$ cat src/rtl/mem_stage.sv
// Memory-access stage: steers loads/stores onto a req/ack data bus, stalls the
// pipeline until the access completes, and extends load data for write-back.
module mem_stage #(
  parameter int TIMEOUT = 256
) (
  input  logic        clk,
  input  logic        rst,
  input  logic [4:0]  mem_waddr_reg_i,
  input  logic        mem_we_reg_i,
  input  logic [31:0] mem_wdata_i,
  input  logic [7:0]  mem_aluop_i,
  input  logic [31:0] mem_mem_addr_i,
  input  logic [31:0] mem_reg2_i,
  output logic [4:0]  wb_waddr_reg_o,
  output logic        wb_we_reg_o,
  output logic [31:0] wb_wdata_o,
  output logic        stallreq_o,
  output logic        dbus_req_o,
  output logic        dbus_we_o,
  output logic [31:0] dbus_addr_o,
  output logic [3:0]  dbus_sel_o,
  output logic [31:0] dbus_wdata_o,
  input  logic [31:0] dbus_rdata_i,
  input  logic        dbus_ack_i,
  output logic        misalign_o,
  output logic        bus_err_o
);

  typedef enum logic [1:0] {S_IDLE, S_WAIT, S_DONE} state_t;
  typedef enum logic [1:0] {SZ_B, SZ_H, SZ_W} size_t;

  state_t      state_q, state_d;
  logic        req_q, req_d, we_q, we_d, err_q, err_d;
  logic [31:0] addr_q, addr_d, wdata_q, wdata_d, rdata_q, rdata_d, cnt_q, cnt_d;
  logic [3:0]  sel_q, sel_d;

  logic        is_ld, is_st, is_mem, sext, misal, tmo;
  size_t       sz;
  logic [1:0]  off;
  logic [3:0]  sel_c;
  logic [31:0] st_data, ld_data;

  always_comb begin
    is_ld = 1'b0;
    is_st = 1'b0;
    sext  = 1'b0;
    sz    = SZ_W;
    case (mem_aluop_i)
      8'hE0: begin is_ld = 1'b1; sz = SZ_B; sext = 1'b1; end
      8'hE1: begin is_ld = 1'b1; sz = SZ_H; sext = 1'b1; end
      8'hE3: begin is_ld = 1'b1; sz = SZ_W; end
      8'hE4: begin is_ld = 1'b1; sz = SZ_B; end
      8'hE5: begin is_ld = 1'b1; sz = SZ_H; end
      8'hE8: begin is_st = 1'b1; sz = SZ_B; end
      8'hE9: begin is_st = 1'b1; sz = SZ_H; end
      8'hEB: begin is_st = 1'b1; sz = SZ_W; end
      default: ;
    endcase
  end

  assign is_mem = is_ld | is_st;
  assign off    = mem_mem_addr_i[1:0];
  assign misal  = is_mem && (((sz == SZ_H) && off[0]) || ((sz == SZ_W) && (off != 2'b00)));
  assign tmo    = (TIMEOUT != 0) && (cnt_q == 32'(TIMEOUT - 1));

  // Big-endian lanes: byte offset 0 sits in bits 31:24.
  always_comb begin
    sel_c   = 4'b1111;
    st_data = mem_reg2_i;
    case (sz)
      SZ_B: begin
        sel_c   = 4'b1000 >> off;
        st_data = {4{mem_reg2_i[7:0]}};
      end
      SZ_H: begin
        sel_c   = off[1] ? 4'b0011 : 4'b1100;
        st_data = {2{mem_reg2_i[15:0]}};
      end
      default: ;
    endcase
  end

  // ex_mem holds the instruction during the stall, so offset/op still apply in DONE.
  always_comb begin
    ld_data = rdata_q;
    case (sz)
      SZ_B: begin
        logic [7:0] b;
        case (off)
          2'd0:    b = rdata_q[31:24];
          2'd1:    b = rdata_q[23:16];
          2'd2:    b = rdata_q[15:8];
          default: b = rdata_q[7:0];
        endcase
        ld_data = {{24{sext & b[7]}}, b};
      end
      SZ_H: begin
        logic [15:0] h;
        h = off[1] ? rdata_q[15:0] : rdata_q[31:16];
        ld_data = {{16{sext & h[15]}}, h};
      end
      default: ;
    endcase
  end

  always_ff @(posedge clk) begin
    if (rst) begin
      state_q <= S_IDLE;
      req_q   <= 1'b0;
      we_q    <= 1'b0;
      err_q   <= 1'b0;
      addr_q  <= '0;
      wdata_q <= '0;
      rdata_q <= '0;
      cnt_q   <= '0;
      sel_q   <= '0;
    end else begin
      state_q <= state_d;
      req_q   <= req_d;
      we_q    <= we_d;
      err_q   <= err_d;
      addr_q  <= addr_d;
      wdata_q <= wdata_d;
      rdata_q <= rdata_d;
      cnt_q   <= cnt_d;
      sel_q   <= sel_d;
    end
  end

  always_comb begin
    state_d = state_q;
    req_d   = req_q;
    we_d    = we_q;
    err_d   = err_q;
    addr_d  = addr_q;
    wdata_d = wdata_q;
    rdata_d = rdata_q;
    cnt_d   = cnt_q;
    sel_d   = sel_q;
    case (state_q)
      S_IDLE: begin
        if (is_mem && !misal) begin
          state_d = S_WAIT;
          req_d   = 1'b1;
          we_d    = is_st;
          addr_d  = {mem_mem_addr_i[31:2], 2'b00};
          sel_d   = sel_c;
          wdata_d = st_data;
          cnt_d   = '0;
          err_d   = 1'b0;
        end
      end
      S_WAIT: begin
        if (dbus_ack_i) begin
          rdata_d = dbus_rdata_i;
          req_d   = 1'b0;
          state_d = S_DONE;
        end else if (tmo) begin
          err_d   = 1'b1;
          req_d   = 1'b0;
          state_d = S_DONE;
        end else begin
          cnt_d = cnt_q + 32'd1;
        end
      end
      S_DONE: begin
        err_d   = 1'b0;
        state_d = S_IDLE;
      end
      default: state_d = S_IDLE;
    endcase
  end

  always_comb begin
    wb_waddr_reg_o = mem_waddr_reg_i;
    wb_we_reg_o    = mem_we_reg_i;
    wb_wdata_o     = mem_wdata_i;
    stallreq_o     = 1'b0;
    misalign_o     = 1'b0;
    bus_err_o      = 1'b0;
    dbus_req_o     = req_q;
    dbus_we_o      = we_q;
    dbus_addr_o    = addr_q;
    dbus_sel_o     = sel_q;
    dbus_wdata_o   = wdata_q;
    case (state_q)
      S_IDLE: begin
        if (misal) begin
          misalign_o  = 1'b1;
          wb_we_reg_o = 1'b0;
        end else if (is_mem) begin
          stallreq_o = 1'b1;
        end
      end
      S_WAIT: stallreq_o = 1'b1;
      S_DONE: begin
        if (err_q) begin
          wb_we_reg_o = 1'b0;
          bus_err_o   = 1'b1;
        end else if (is_ld) begin
          wb_wdata_o = ld_data;
        end
      end
      default: ;
    endcase
    if (rst) begin
      wb_waddr_reg_o = '0;
      wb_we_reg_o    = 1'b0;
      wb_wdata_o     = '0;
      stallreq_o     = 1'b0;
      misalign_o     = 1'b0;
      bus_err_o      = 1'b0;
      dbus_req_o     = 1'b0;
      dbus_we_o      = 1'b0;
      dbus_addr_o    = '0;
      dbus_sel_o     = '0;
      dbus_wdata_o   = '0;
    end
  end

endmodule

$ cat config.mk
export PLATFORM = sky130hd
export DESIGN_NAME = mem_stage
export DESIGN_NICKNAME = d
export VERILOG_FILES = /design/src/rtl/mem_stage.sv
export SDC_FILE = /design/constraint.sdc
export NUM_CORES = 1
export LEC_CHECK = 0
export ABC_AREA = 0
export CAP_MARGIN = 20
export CORE_MARGIN = 2
export CORE_UTILIZATION = 43
export CTS_CLUSTER_DIAMETER = 200
export DETAILED_ROUTE_END_ITERATION = 12
export DONT_BUFFER_PORTS = 1
export SLEW_MARGIN = 20
export SYNTH_ARGS = -nofsm -noshare
export SYNTH_HDL_FRONTEND = slang
export SYNTH_SLANG_ARGS = --single-unit
$ cat constraint.sdc
create_clock -name clk -period 4.1 [get_ports clk]
set_clock_uncertainty 0.2 [all_clocks]
set_input_delay 0.41 -clock clk [delete_from_list [all_inputs] [get_ports clk]]
set_output_delay 0.41 -clock clk [all_outputs]
set_load 0.01 [all_outputs]
==> run_results.csv <==
group,metric,value,unit
outcome,status,"complete, no violations",
die,die_height,131,um
hold_path,worstHoldPathType,"in -> reg",
sta,setup_viol,0,
yosys,synth_top_area_share,0.390,
yosys,netlist-cell-type-count,54,
clock_network,holdBufCountCts,92,
yosys,synth_enable_flop_cells,0,
yosys,ys_top_cells_by_area,"dfxtp_1 39%, nand2_1 12%, a21oi_1 8.7%",
routing,totalWireLength,21.9,mm
worst_setup_path,critical_path.cell_chain,"inv_1, nor4_1, and3_1, o211ai_1, o21ai_0",
routing,final_antenna_net_count,0,
die,placementRows,46,
pwr,switching_power,0.000690,W
clock_network,clkSlewWorstSetupHoldPaths,60,ps
yosys,synth_cells,952,
pwr,powerDensity,361,nW/um2
pwr,finalPower,0.00308,W
worst_setup_path,critPathMaxStageDelay,660,ps
worst_setup_path,crit_buf_inv,1,
die,core_region_area,15800,um2
yosys,dominant_combinational_cell_family_by_area_after_synthesis,"simple AND/OR/NAND/NOR gates",
job,max-cap-violations,0,
yosys,synth-seq-cells,135,
sta,slew_violations,0,
sta,max_slew_headroom_at_the_worst_pin,0.285,
yosys,yosys_warnings,0,
global_route,gr-total-overflow,0,
clock_network,cts_tree,"done",
layout,drive_gt1_frac,0.0523,
global_route,largest_net_degree_at_the_start_of_global_routing,106,
clock_network,cts.repair.resized,0,
yosys,arithmetic_cell_share_of_the_synthesized_area_counting_full_adders_half_adders_and_majority_gates,0.00181,
layout,antenna_diode_count,0,
routing,wl_per_cell,17.8,um
die,initial_core_utilization,0.438,
yosys,yosys-mux-area-fraction,0.0278,
placed_design,finalWeightedCongestion,0.834,
routing,avgViaCountPerCell,5.57,
yosys,async_reset_ff_frac,0,
clock_network,numClockSinks,135,
pwr,max-vdd-ir-drop,0.000279,V
sta,period_needed,3590,ps
clock_network,cts_post_setup_buffers_inserted,0,
worst_setup_path,reg2reg_setup_slack,990,ps
sta,finalCritPeriodShare,0.876,
global_route,grt_pass1_vias,6179,
die,top_level_ports,256,
global_route,grt_first_pass_wirelength,32.9,mm
layout,fin_nets,1148,
worst_setup_path,crit_path_max_fanout,18,
pwr,power.share.switching,0.224,
placed_design,placement.setup.worst_slack,1020,ps
yosys,synth-main-ff-cell,"dfxtp_1",
clock_network,cts_max_level,4,
clock_network,ctsRootBufferMaster,"clkbuf_16",
layout,fillerInstances,1515,
die,die_wd,131,um
yosys,yosys-top-cells-count,"229 x nand2_1, 135 x dfxtp_1, 121 x a21oi_1",
global_route,grt_usage,0.245,
routing,drtIter0Drc,560,
pwr,power.share.combinational,0.062,
routing,route.vias.total,6844,
yosys,synth_compound_area_frac,0.200,
sta,setup_tns,0,ps
yosys,synthesis.area_per_instance,7.28,um2
pwr,static-leakage-power,2.88,nW
placed_design,buffer_ports.inserted,0,
sta,finalHoldViolCount,0,
placed_design,dpl.hpwl,13.8,mm
sta,timing_worst_slew_pin_value,1070,ps
yosys,synth_most_common_cell,"nand2_1",
worst_setup_path,crit_path_end_kind,"output port",
clock_network,cts_made_buffers,17,
yosys,post_synth_xor_area_fraction,0.0265,
worst_setup_path,critical-path-slowest-cell,"and3_1",
global_route,grt_antenna_before_repair,0,
sta,max_freq,279,MHz
clock_network,clk_lat_worst_skew,420,ps
yosys,cell_type_contributing_the_most_total_cell_area_after_synthesis,"dfxtp_1",
routing,drt_pass1_iterations,5,
yosys,portion_of_the_post_synthesis_area_used_by_sequential_elements,0.390,
yosys,synthesis.area,6930,um2
worst_setup_path,worst_path_top_cell_family_by_delay,"compound AO/OA/AOI/OAI gates",
worst_setup_path,crit_arrival,2980,ps
worst_setup_path,worst_setup_path_start_kind,"flop",
pwr,p_clk_frac,0.510,
sta,unrepaired_setup_endpoints_after_global_routing,"no",
yosys,simple_logic_cell_fraction_of_the_synthesized_area,0.308,
worst_setup_path,required,3490,ps
sta,fin_hold_ws,28.7,ps
worst_setup_path,setup.worst_path.class,"reg -> out",
pwr,cell_internal_pwr,0.00239,W
pwr,share_seq_of_total_power,0.428,
layout,synth_to_final_area_change,23.2,%
clock_network,cts_max_path_buffers,2,
routing,drt_drc_violations_left,0,
die,dieArea,17100,um2
sta,setup_slack,509,ps
worst paths after layout:
| check | start | endpoint | cells after the start |
|---|---|---|---|
| max | state_q[1]$_SDFFE_PP0P_ | wb_wdata_o[21] | 5 |
| min | mem_reg2_i[24] | wdata_q[24]$_SDFFE_PP0P_ | 2 |
| max reg2reg | state_q[1]$_SDFFE_PP0P_ | wdata_q[16]$_SDFFE_PP0P_ | 7 |
| min reg2reg | addr_q[27]$_SDFFE_PP0P_ | addr_q[27]$_SDFFE_PP0P_ | 2 |
placed cells by master (no fill, tap or decap), types with 2 or more instances in the layout:
cell type	netlist	final
or3_1	6	5
nand4_1	13	13
inv_1	8	8
dlygate4sd3_1	0	91
a21boi_0	2	2
o211ai_1	15	15
o21ai_0	43	43
a22oi_1	9	9
and4_1	2	2
clkbuf_8	0	2
dfxtp_1	135	135
o221ai_1	7	7
and3_1	8	8
and2_1	4	3
bufinv_16	0	3
or2_2	2	2
nand2_1	229	228
mux2i_1	17	17
nor2_1	90	90
inv_6	0	3
xor2_1	11	11
nor3_1	5	4
xnor2_1	10	10
nor3_2	1	2
clkinvlp_4	0	2
a21oi_1	121	121
a2111oi_0	2	2
a211oi_1	5	5
nor4_1	10	10
nor2b_1	76	76
conb_1	1	2
buf_4	2	8
clkbuf_16	0	17
nand3_1	11	11
a311oi_1	17	17
area by class of cell:
class / instances / area (um2) / area share
flip-flops and latches: 135 / 2700 / 0.317
multi-input cells: 740 / 3930 / 0.461
inverters: 8 / 30.0 / 0.00352
clock buffers: 20 / 457 / 0.0535
clock inverters: 10 / 145 / 0.0170
repair buffers: 100 / 998 / 0.117
well taps: 216 / 270 / 0.0317
stage by stage:
| step | cells | utilization | cell area (um2) |
|---|---|---|---|
| 3_5_place_dp | 1107 | 0.442 | 6990 |
| 3_3_place_gp | 1107 | 0.442 | 6990 |
| 6_report | 1229 | 0.539 | 8540 |
| 2_1_floorplan | 953 | - | 6930 |
| 5_1_grt | 1229 | 0.539 | 8540 |
| 4_1_cts | 1229 | 0.539 | 8530 |
power by group through the flow:
| stage | Clock (W) | Sequential (W) | Combinational, W |
|---|---|---|---|
| floorplan | 0 | 0.00135 | 0.000112 |
| global placement | 0 | 0.00135 | 0.000100 |
| detailed placement | 0 | 0.00135 | 0.000101 |
| CTS | 0.00161 | 0.00132 | 0.000191 |
| global route | 0.00166 | 0.00132 | 0.000207 |
| finish | 0.00157 | 0.00132 | 0.000193 |
kinds of logic (layout without fill, tap and decap cells):
kind of cell | count (synthesis) | in the layout
DFF | 135 | 135
muxes | 18 | 18
xor gates and xnor gates | 21 | 21
buffers and inverters | 78 | 138
AOI/OAI and AO/OA | 233 | 233
adders and majority gates | 1 | 1
other | 1 | 2
and+or+nand+nor | 465 | 465
layer usage:
metal	vias to the layer above	routed length [um]	GRT usage
met5	-	0	0
met4	0	355	0.0864
met3	34	1500	0.0717
met2	245	10700	0.401
met1	3213	9330	0.310
li1	3352	-	-
flip-flops by register name (all words and copies together), names as in the netlist:
signal	cells
req_q	1
rdata_q	32
we_q	1
err_q	1
cnt_q	32
addr_q	30
wdata_q	32
state_q	2
sel_q	4
No activity file was read; power rests on OpenSTA's default activity.
